<file path="config.mk">
export PLATFORM = sky130hd
export DESIGN_NAME = l2_cache_control
export DESIGN_NICKNAME = d
export VERILOG_FILES = /design/src/rtl/l2_cache_control.sv
export SDC_FILE = /design/constraint.sdc
export NUM_CORES = 1
export LEC_CHECK = 0
export ABC_AREA = 1
export ABC_CLOCK_PERIOD_IN_PS = 2100
export CORE_MARGIN = 1
export CORE_UTILIZATION = 35
export CTS_BUF_LIST = sky130_fd_sc_hd__clkbuf_8
export DETAILED_ROUTE_END_ITERATION = 10
export PLACE_DENSITY = 0.68
export SLEW_MARGIN = 20
export SYNTH_ARGS = -nofsm -noshare
export SYNTH_HDL_FRONTEND = slang
export SYNTH_SLANG_ARGS = --single-unit
export TNS_END_PERCENT = 50
</file>
<file path="constraint.sdc">
create_clock -name clk -period 2.1 [get_ports clk]
set_clock_uncertainty 0.05 [all_clocks]
set_input_delay 0.315 -clock clk [delete_from_list [all_inputs] [get_ports clk]]
set_output_delay 0.315 -clock clk [all_outputs]
set_load 0.03 [all_outputs]
</file>
<file path="src/rtl/l2_cache_control.sv">
// l2_cache_control: L2 cache control FSM sequencing hits, dirty writeback and line allocation.
module l2_cache_control #(
  parameter int TAG_W = 7,
  parameter int IDX_W = 4,
  parameter int OFF_W = 5,
  parameter int CNT_W = 16,
  localparam int AW = TAG_W + IDX_W + OFF_W
) (
  input  logic             clk,
  input  logic             rst_n,
  input  logic             mem_read,
  input  logic             mem_write,
  input  logic [AW-1:0]    mem_address,
  output logic             mem_resp,
  output logic             pmem_read,
  output logic             pmem_write,
  input  logic             pmem_resp,
  output logic [AW-1:0]    pmem_address,
  input  logic             hit,
  input  logic [1:0]       curr_way,
  input  logic [1:0]       lru_out,
  input  logic             dirty0_out,
  input  logic             dirty1_out,
  input  logic             dirty2_out,
  input  logic             dirty3_out,
  input  logic [TAG_W-1:0] pmem_tag,
  output logic             ld_cache,
  output logic             ld_dirty0,
  output logic             ld_dirty1,
  output logic             ld_dirty2,
  output logic             ld_dirty3,
  output logic             dirty_clean,
  output logic             ld_lru,
  output logic             writecachemux_sel,
  output logic             data0mux_sel,
  output logic             data1mux_sel,
  output logic             data2mux_sel,
  output logic             data3mux_sel,
  output logic [CNT_W-1:0] hit_count,
  output logic [CNT_W-1:0] miss_count
);
  typedef enum logic [1:0] {IDLE, CHECK, WRITEBACK, ALLOCATE} state_t;
  state_t state, state_n;
  logic [3:0] dirty_v, ld_dirty_v, data_sel_v, cur_oh, lru_oh;
  logic req, hit_inc, miss_inc, unused_off;
  assign req = mem_read | mem_write;
  assign dirty_v = {dirty3_out, dirty2_out, dirty1_out, dirty0_out};
  assign cur_oh = 4'b0001 << curr_way;
  assign lru_oh = 4'b0001 << lru_out;
  assign {ld_dirty3, ld_dirty2, ld_dirty1, ld_dirty0} = ld_dirty_v;
  assign {data3mux_sel, data2mux_sel, data1mux_sel, data0mux_sel} = data_sel_v;
  assign unused_off = ^mem_address[OFF_W-1:0];
  always_comb begin
    state_n = state;
    mem_resp = 1'b0;
    pmem_read = 1'b0;
    pmem_write = 1'b0;
    pmem_address = '0;
    ld_cache = 1'b0;
    ld_dirty_v = '0;
    dirty_clean = 1'b0;
    ld_lru = 1'b0;
    writecachemux_sel = 1'b0;
    data_sel_v = '0;
    hit_inc = 1'b0;
    miss_inc = 1'b0;
    unique case (state)
      IDLE: state_n = req ? CHECK : IDLE;
      CHECK: begin
        if (!req) state_n = IDLE;
        else if (hit) begin
          mem_resp = 1'b1;
          ld_lru = 1'b1;
          hit_inc = 1'b1;
          state_n = IDLE;
          // write wins when both request lines are high
          if (mem_write) begin
            writecachemux_sel = 1'b1;
            data_sel_v = cur_oh;
            ld_dirty_v = cur_oh;
            dirty_clean = 1'b1;
          end
        end else begin
          miss_inc = 1'b1;
          state_n = dirty_v[lru_out] ? WRITEBACK : ALLOCATE;
        end
      end
      WRITEBACK: begin
        pmem_write = 1'b1;
        pmem_address = {pmem_tag, mem_address[OFF_W+IDX_W-1:OFF_W], {OFF_W{1'b0}}};
        if (pmem_resp) begin
          ld_dirty_v = lru_oh;
          state_n = ALLOCATE;
        end
      end
      ALLOCATE: begin
        pmem_read = 1'b1;
        pmem_address = {mem_address[AW-1:OFF_W], {OFF_W{1'b0}}};
        if (pmem_resp) begin
          ld_cache = 1'b1;
          ld_dirty_v = lru_oh;
          state_n = CHECK;
        end
      end
    endcase
  end
  always_ff @(posedge clk or negedge rst_n)
    if (!rst_n) begin
      state <= IDLE;
      hit_count <= '0;
      miss_count <= '0;
    end else begin
      state <= state_n;
      if (hit_inc && !(&hit_count)) hit_count <= hit_count + CNT_W'(1);
      if (miss_inc && !(&miss_count)) miss_count <= miss_count + CNT_W'(1);
    end
endmodule
</file>
==> flow_summary.ini, run 1 <==
[timing]
setup_violations = 0
fmax_mhz = 486
finalHoldViolations = 0
fin_hold_ws_ns = 0.391
fin_setup_tns_ns = 0
fin_crit_sh = 0.979
drv_slew = 0
finalCriticalPeriod_ns = 2.06
rsz0062_at_grt = true
worst_slack_ns = 0.0439

[grt]
grt_max_degree = 35
track_usage = 0.186
grt_overflow = 0
antenna_found_initial = 0
grt_pass1_vias = 2376
grt_pass1_wl_mm = 10.8

[critical_path]
setup.worst_path.end_class = output port
timing.rr.start = miss_count[0]
arrival_ns = 1.69
crit_fanout = 6
cp.required_ns = 1.74
worstSetupPathType = register to output port
startpoint_type = register
r2r_slack_ns = 0.34
r2r_end = miss_count[6]
reg2regPathDepth = 6

[yosys]
ys.flop_type = dfrtp_1
postSynth.asyncResetShare = 1.00
avgSynthCellArea_um2 = 6.75
syn_area_mm2 = 0.00244
ys_seq_area_frac = 0.348
ys_ff_latch = 34
yosys-top-cells-area = dfrtp_1 35%, nand2_1 20%, nor2_1 6.8%, inv_1 6.1%, nand3_1 5.3%
yosysWarnings = 0
ys_types = 29
synth-edff-count = 0
synth_cells = 362
netlist.area_leader.share = 0.348
synth_area_leader_cell = dfrtp_1

[clock_tree]
root_buffer = clkbuf_8
cts-buffers-inserted = 5
cts_tree = done
cts_max_path_buffers = 2
cts-htree-levels = 2
clock_latency_ns = 0.29
clock_sinks = 34
hold_buffers = 0
clk_pin_slew_worst_paths_ns = 0.07

[outcome]
outcome = completed

[placement]
hpwlAfterDp_mm = 4.90
port_buffers = 89
place.gp.congestion = 0.789
dp_worst_setup_slack_ns = 0.0246

[cells_and_area]
seq_area_um2 = 851
layout-drive-gt1-share = 0.115
fillers = 683
multi_input_area_mm2 = 0.00135
fin_util = 0.513
nets = 497
areaGrowthSynthToFinish_pct = 41.9
n_antenna_cell = 0

[floorplanning]
start_util = 0.362
die_w_um = 85.6
row_count = 30
die_area_mm2 = 0.00732
die_h_um = 85.6
io_pins = 100
core_mm2 = 0.00676

[drt]
dr.pass1.iters = 4
remaining_drc_errors = 0
vias_per_cell = 4.84
drt-total-wl_mm = 6.56
drt_iter0_markers = 122
wl_per_cell_um = 12.2
vias = 2608
postRouteAntennaNets = 0

[power]
ir_worst_vdd_mv = 0.545
p_leak_nw = 1.60
pwr_density_cell_mw_per_mm2 = 928

[flow_run]
maxCapViolCount = 0

[worst_hold_path]
hold_class = input port to async pin
-- Yosys cell counts, types with 2 or more instances --
cell type and instances:
buf_4 8, nand2_1 130, xor2_1 7, buf_6 3
nand2_4 2, nand2_2 3, inv_1 40, a22o_1 7
nor3_4 2, inv_2 2, xnor2_1 8, o21ai_0 16
clkinv_1 2, dfrtp_1 34, nand4_1 9, ha_1 2
o32ai_1 4, buf_2 2, a21oi_1 2, nor2_1 44
nor2_2 2, nand3_1 26
-- kinds of logic (layout without fill, tap and decap cells) --
family / count (synthesis) / after routing / synth area share
and+or+nand+nor: 220 / 220 / 0.384
buffers and inverters: 58 / 151 / 0.114
DFF: 34 / 34 / 0.348
AOI/OAI and AO/OA: 32 / 32 / 0.0886
xor gates and xnor gates: 15 / 15 / 0.0538
adders and majority gates: 2 / 2 / 0.0102
other: 1 / 5 / 0.00153
-- worst max-delay path: stages, from the launching register on --
cell      delay [ns]
dfrtp_1         0.38
buf_4           0.16
clkinv_4        0.05
nand2_4         0.07
nor3_4          0.25
nand2_2         0.11
o32ai_1         0.15
buf_4           0.22
-- area by class of cell --
class                   count  area share
multi-input cells         274       0.389
repair buffers             98       0.259
flip-flops and latches     34       0.245
inverters                  45      0.0512
well taps                  80      0.0289
clock buffers               6      0.0238
clock inverters             2     0.00253
-- state kept, by name (all words and copies together) (netlist names), named ones only --
name / flops
hit_count: 16
miss_count: 16
state: 1
-- routing by layer --
metal	share of wire	global-route usage	vias up	wire, µm
li1	-	-	1322	-
met4	0.019	0.0727	0	125
met5	0	0	-	0
met2	0.48	0.316	113	3150
met3	0.080	0.0472	13	527
met1	0.42	0.227	1160	2760
-- worst max path at each step --
stage                   from               end  cells after the start  slack [ns]
finish              register         ld_dirty2                      7        0.04
global route        register         ld_dirty2                      7       -0.04
CTS                 state[0]  pmem_address[14]                      5        0.02
detailed placement       hit         ld_dirty2                      6        0.02
global placement         hit         ld_dirty1                      6        0.06
floorplan           register         ld_dirty0                      6       -0.06
-- report_power, final --
group	leakage [nW]	switching, mW	internal, mW
clock	0.0524	0.247	0.260
sequential	0.458	0.164	0.779
combinational	1.09	1.10	0.667
total	1.60	1.51	1.71
-- layout by cell type (no fill, tap or decap), drive strengths merged --
cell type,Yosys,routed
dfrtp,34,34
inv,42,44
a22o,7,7
dlygate4sd2,0,3
conb,1,5
nand3,26,26
xnor2,8,8
xor2,7,7
clkdlybuf4s50,0,67
nand4,9,9
o22ai,1,1
buf,13,22
o32ai,4,4
clkbuf,0,11
o211ai,1,1
clkinv,3,2
ha,2,2
nand3b,1,1
nand2,135,135
o21ai,17,17
nor3,3,3
dlymetal6s2s,0,1
clkinvlp,0,1
a21oi,2,2
nor2,46,46
-- metrics by stage --
step	std cells	instance area (µm²)	power, mW
2_1_floorplan	366	2460	2.10
3_3_place_gp	528	3360	2.72
3_5_place_dp	528	3360	2.74
4_1_cts	536	3450	3.21
5_1_grt	539	3470	3.45
6_report	539	3470	3.22
-- what timing repair did --
item / in CTS / in global routing
setup endpoints to repair: 12 / 12
pin swaps: 0 / 1
gates resized for setup: 9 / 16
buffers inserted: 0 / 3
cloned: 0 / 0
No activity file was read; power rests on OpenSTA's default activity.
==> run 2: changes to the inputs <==
--- a/config.mk
+++ b/config.mk
@@ -7,10 +7,13 @@
 export LEC_CHECK = 0
 export ABC_AREA = 1
 export ABC_CLOCK_PERIOD_IN_PS = 2100
+export CORE_ASPECT_RATIO = 0.7
 export CORE_MARGIN = 1
 export CORE_UTILIZATION = 35
 export CTS_BUF_LIST = sky130_fd_sc_hd__clkbuf_8
+export CTS_CLUSTER_SIZE = 28
 export DETAILED_ROUTE_END_ITERATION = 10
+export MAX_ROUTING_LAYER = met4
 export PLACE_DENSITY = 0.68
 export SLEW_MARGIN = 20
 export SYNTH_ARGS = -nofsm -noshare
==> flow_summary.ini, run 2 (synthesized netlist as in run 1, its figures left out) <==
[outcome]
outcome = completed

[critical_path]
crit_fanout = 8
path_buf_inv = 2
cp.required_ns = 1.74
crit_family = buffers and inverters
reg2regPathDepth = 6
arrival_ns = 1.63
cpMaxStageDelayCell = clkdlybuf4s50_1
crit_path_cell_trace = nand2_1, clkinv_1, clkdlybuf4s50_1
r2r_end = miss_count[6]
cpPeakStageDelay_ns = 0.65
r2r_slack_ns = 0.30
setup.worst_path.end_class = output port
worstSetupPathType = register to output port
cp.depth = 3
timing.rr.start = miss_count[0]
startpoint_type = register

[clock_tree]
hold_buffers = 0
clock_latency_ns = 0.27
clk_pin_slew_worst_paths_ns = 0.07
cts_tree = done
root_buffer = clkbuf_8
cts-buffers-inserted = 5
cts_max_path_buffers = 2
clock_sinks = 34
cts-htree-levels = 2

[cells_and_area]
final_cell_mix = 129 x nand2_1, 68 x clkdlybuf4s50_1, 44 x nor2_1
layout.cells.non_filler = 555
final_common_cell = nand2_1
fin_util = 0.521
nets = 499
largestRegisters = hit_count x16, miss_count x16, state x1
areaGrowthSynthToFinish_pct = 44.0
layout-drive-gt1-share = 0.111
n_antenna_cell = 0
fillers = 671

[floorplanning]
core_mm2 = 0.00676
row_count = 25
io_pins = 100
die_area_mm2 = 0.00733
die_w_um = 102
start_util = 0.362
die_h_um = 71.9

[power]
p_leak_nw = 1.60
ir_worst_vdd_mv = 0.626
pwr_density_cell_mw_per_mm2 = 936
seq_power_share = 0.289
p_switching_mw = 1.50
power_mw = 3.29
p_sw_frac = 0.456
clkPwrFrac = 0.171
p_comb_frac = 0.540
p_int_mw = 1.79

[drt]
remaining_drc_errors = 0
drt_iter0_markers = 129
postRouteAntennaNets = 0
drt-total-wl_mm = 6.53
dr.pass1.iters = 4
vias_per_cell = 4.59
vias = 2547
wl_per_cell_um = 11.8

[timing]
fmax_mhz = 502
fin_crit_sh = 0.949
rsz0062_at_grt = true
drv_slew = 0
finalCriticalPeriod_ns = 1.99
setup_violations = 0
finalHoldViolations = 0

[grt]
track_usage = 0.182
grt_max_degree = 35
grt_overflow = 0
grt_pass1_vias = 2140
antenna_found_initial = 0
grt_pass1_wl_mm = 10.1

[flow_run]
maxCapViolCount = 0

[worst_hold_path]
hold_class = input port to async pin

[placement]
port_buffers = 89
hpwlAfterDp_mm = 5.09
place.gp.congestion = 0.813
dp_cells = 546
[run 2: timing repair]
| action | 4_1_cts | 5_1_grt |
|---|---|---|
| setup buffers | 0 | 1 |
| setup endpoints to repair | 8 | 11 |
| resized for setup | 8 | 9 |
[run 2: worst max-delay path by stage]
stage | endpoint | startpoint | slack, ns
floorplan | ld_dirty0 | register | -0.06
global route | ld_dirty2 | register | -0.01
global placement | pmem_address[15] | state[0] | 0.07
finish | pmem_read | state[0] | 0.11
CTS | pmem_address[13] | state[0] | 0.02
detailed placement | pmem_address[15] | state[0] | 0.08
[run 2: layout make-up]
class	instances	area [µm²]	area share
clock buffers	8	110	0.0313
inverters	45	178	0.0505
multi-input cells	274	1340	0.382
flip-flops and latches	34	851	0.242
well taps	94	118	0.0334
repair buffers	100	920	0.261
[run 2: metrics by stage]
| stage | setup WS [ns] | hold WS [ns] | area, µm² | TNS [ns] |
|---|---|---|---|---|
| floorplan | -0.0550 | -0.0306 | 2460 | -0.220 |
| global placement | 0.0749 | 0.487 | 3410 | 0 |
| detailed placement | 0.0765 | 0.501 | 3410 | 0 |
| CTS | 0.0179 | 0.422 | 3510 | 0 |
| global route | -0.0120 | 0.443 | 3520 | -0.0120 |
| finish | 0.107 | 0.397 | 3520 | 0 |
[run 2: routing by layer]
metal / GRT usage / part of all wire / up-vias
met1: 0.251 / 0.48 / 1134
met5: - / 0 / -
met2: 0.276 / 0.43 / 85
met4: 0.0254 / 0.0047 / 0
met3: 0.0462 / 0.082 / 2
li1: - / - / 1326
[run 2: power by group through the flow]
stage          clock network, mW  logic, mW  registers (mW)
5_1_grt                    0.610       1.93           0.979
4_1_cts                    0.582       1.78           0.951
3_5_place_dp                   0       1.82           0.963
2_1_floorplan                  0      0.968            1.13
3_3_place_gp                   0       1.81           0.957
6_report                   0.563       1.78           0.951
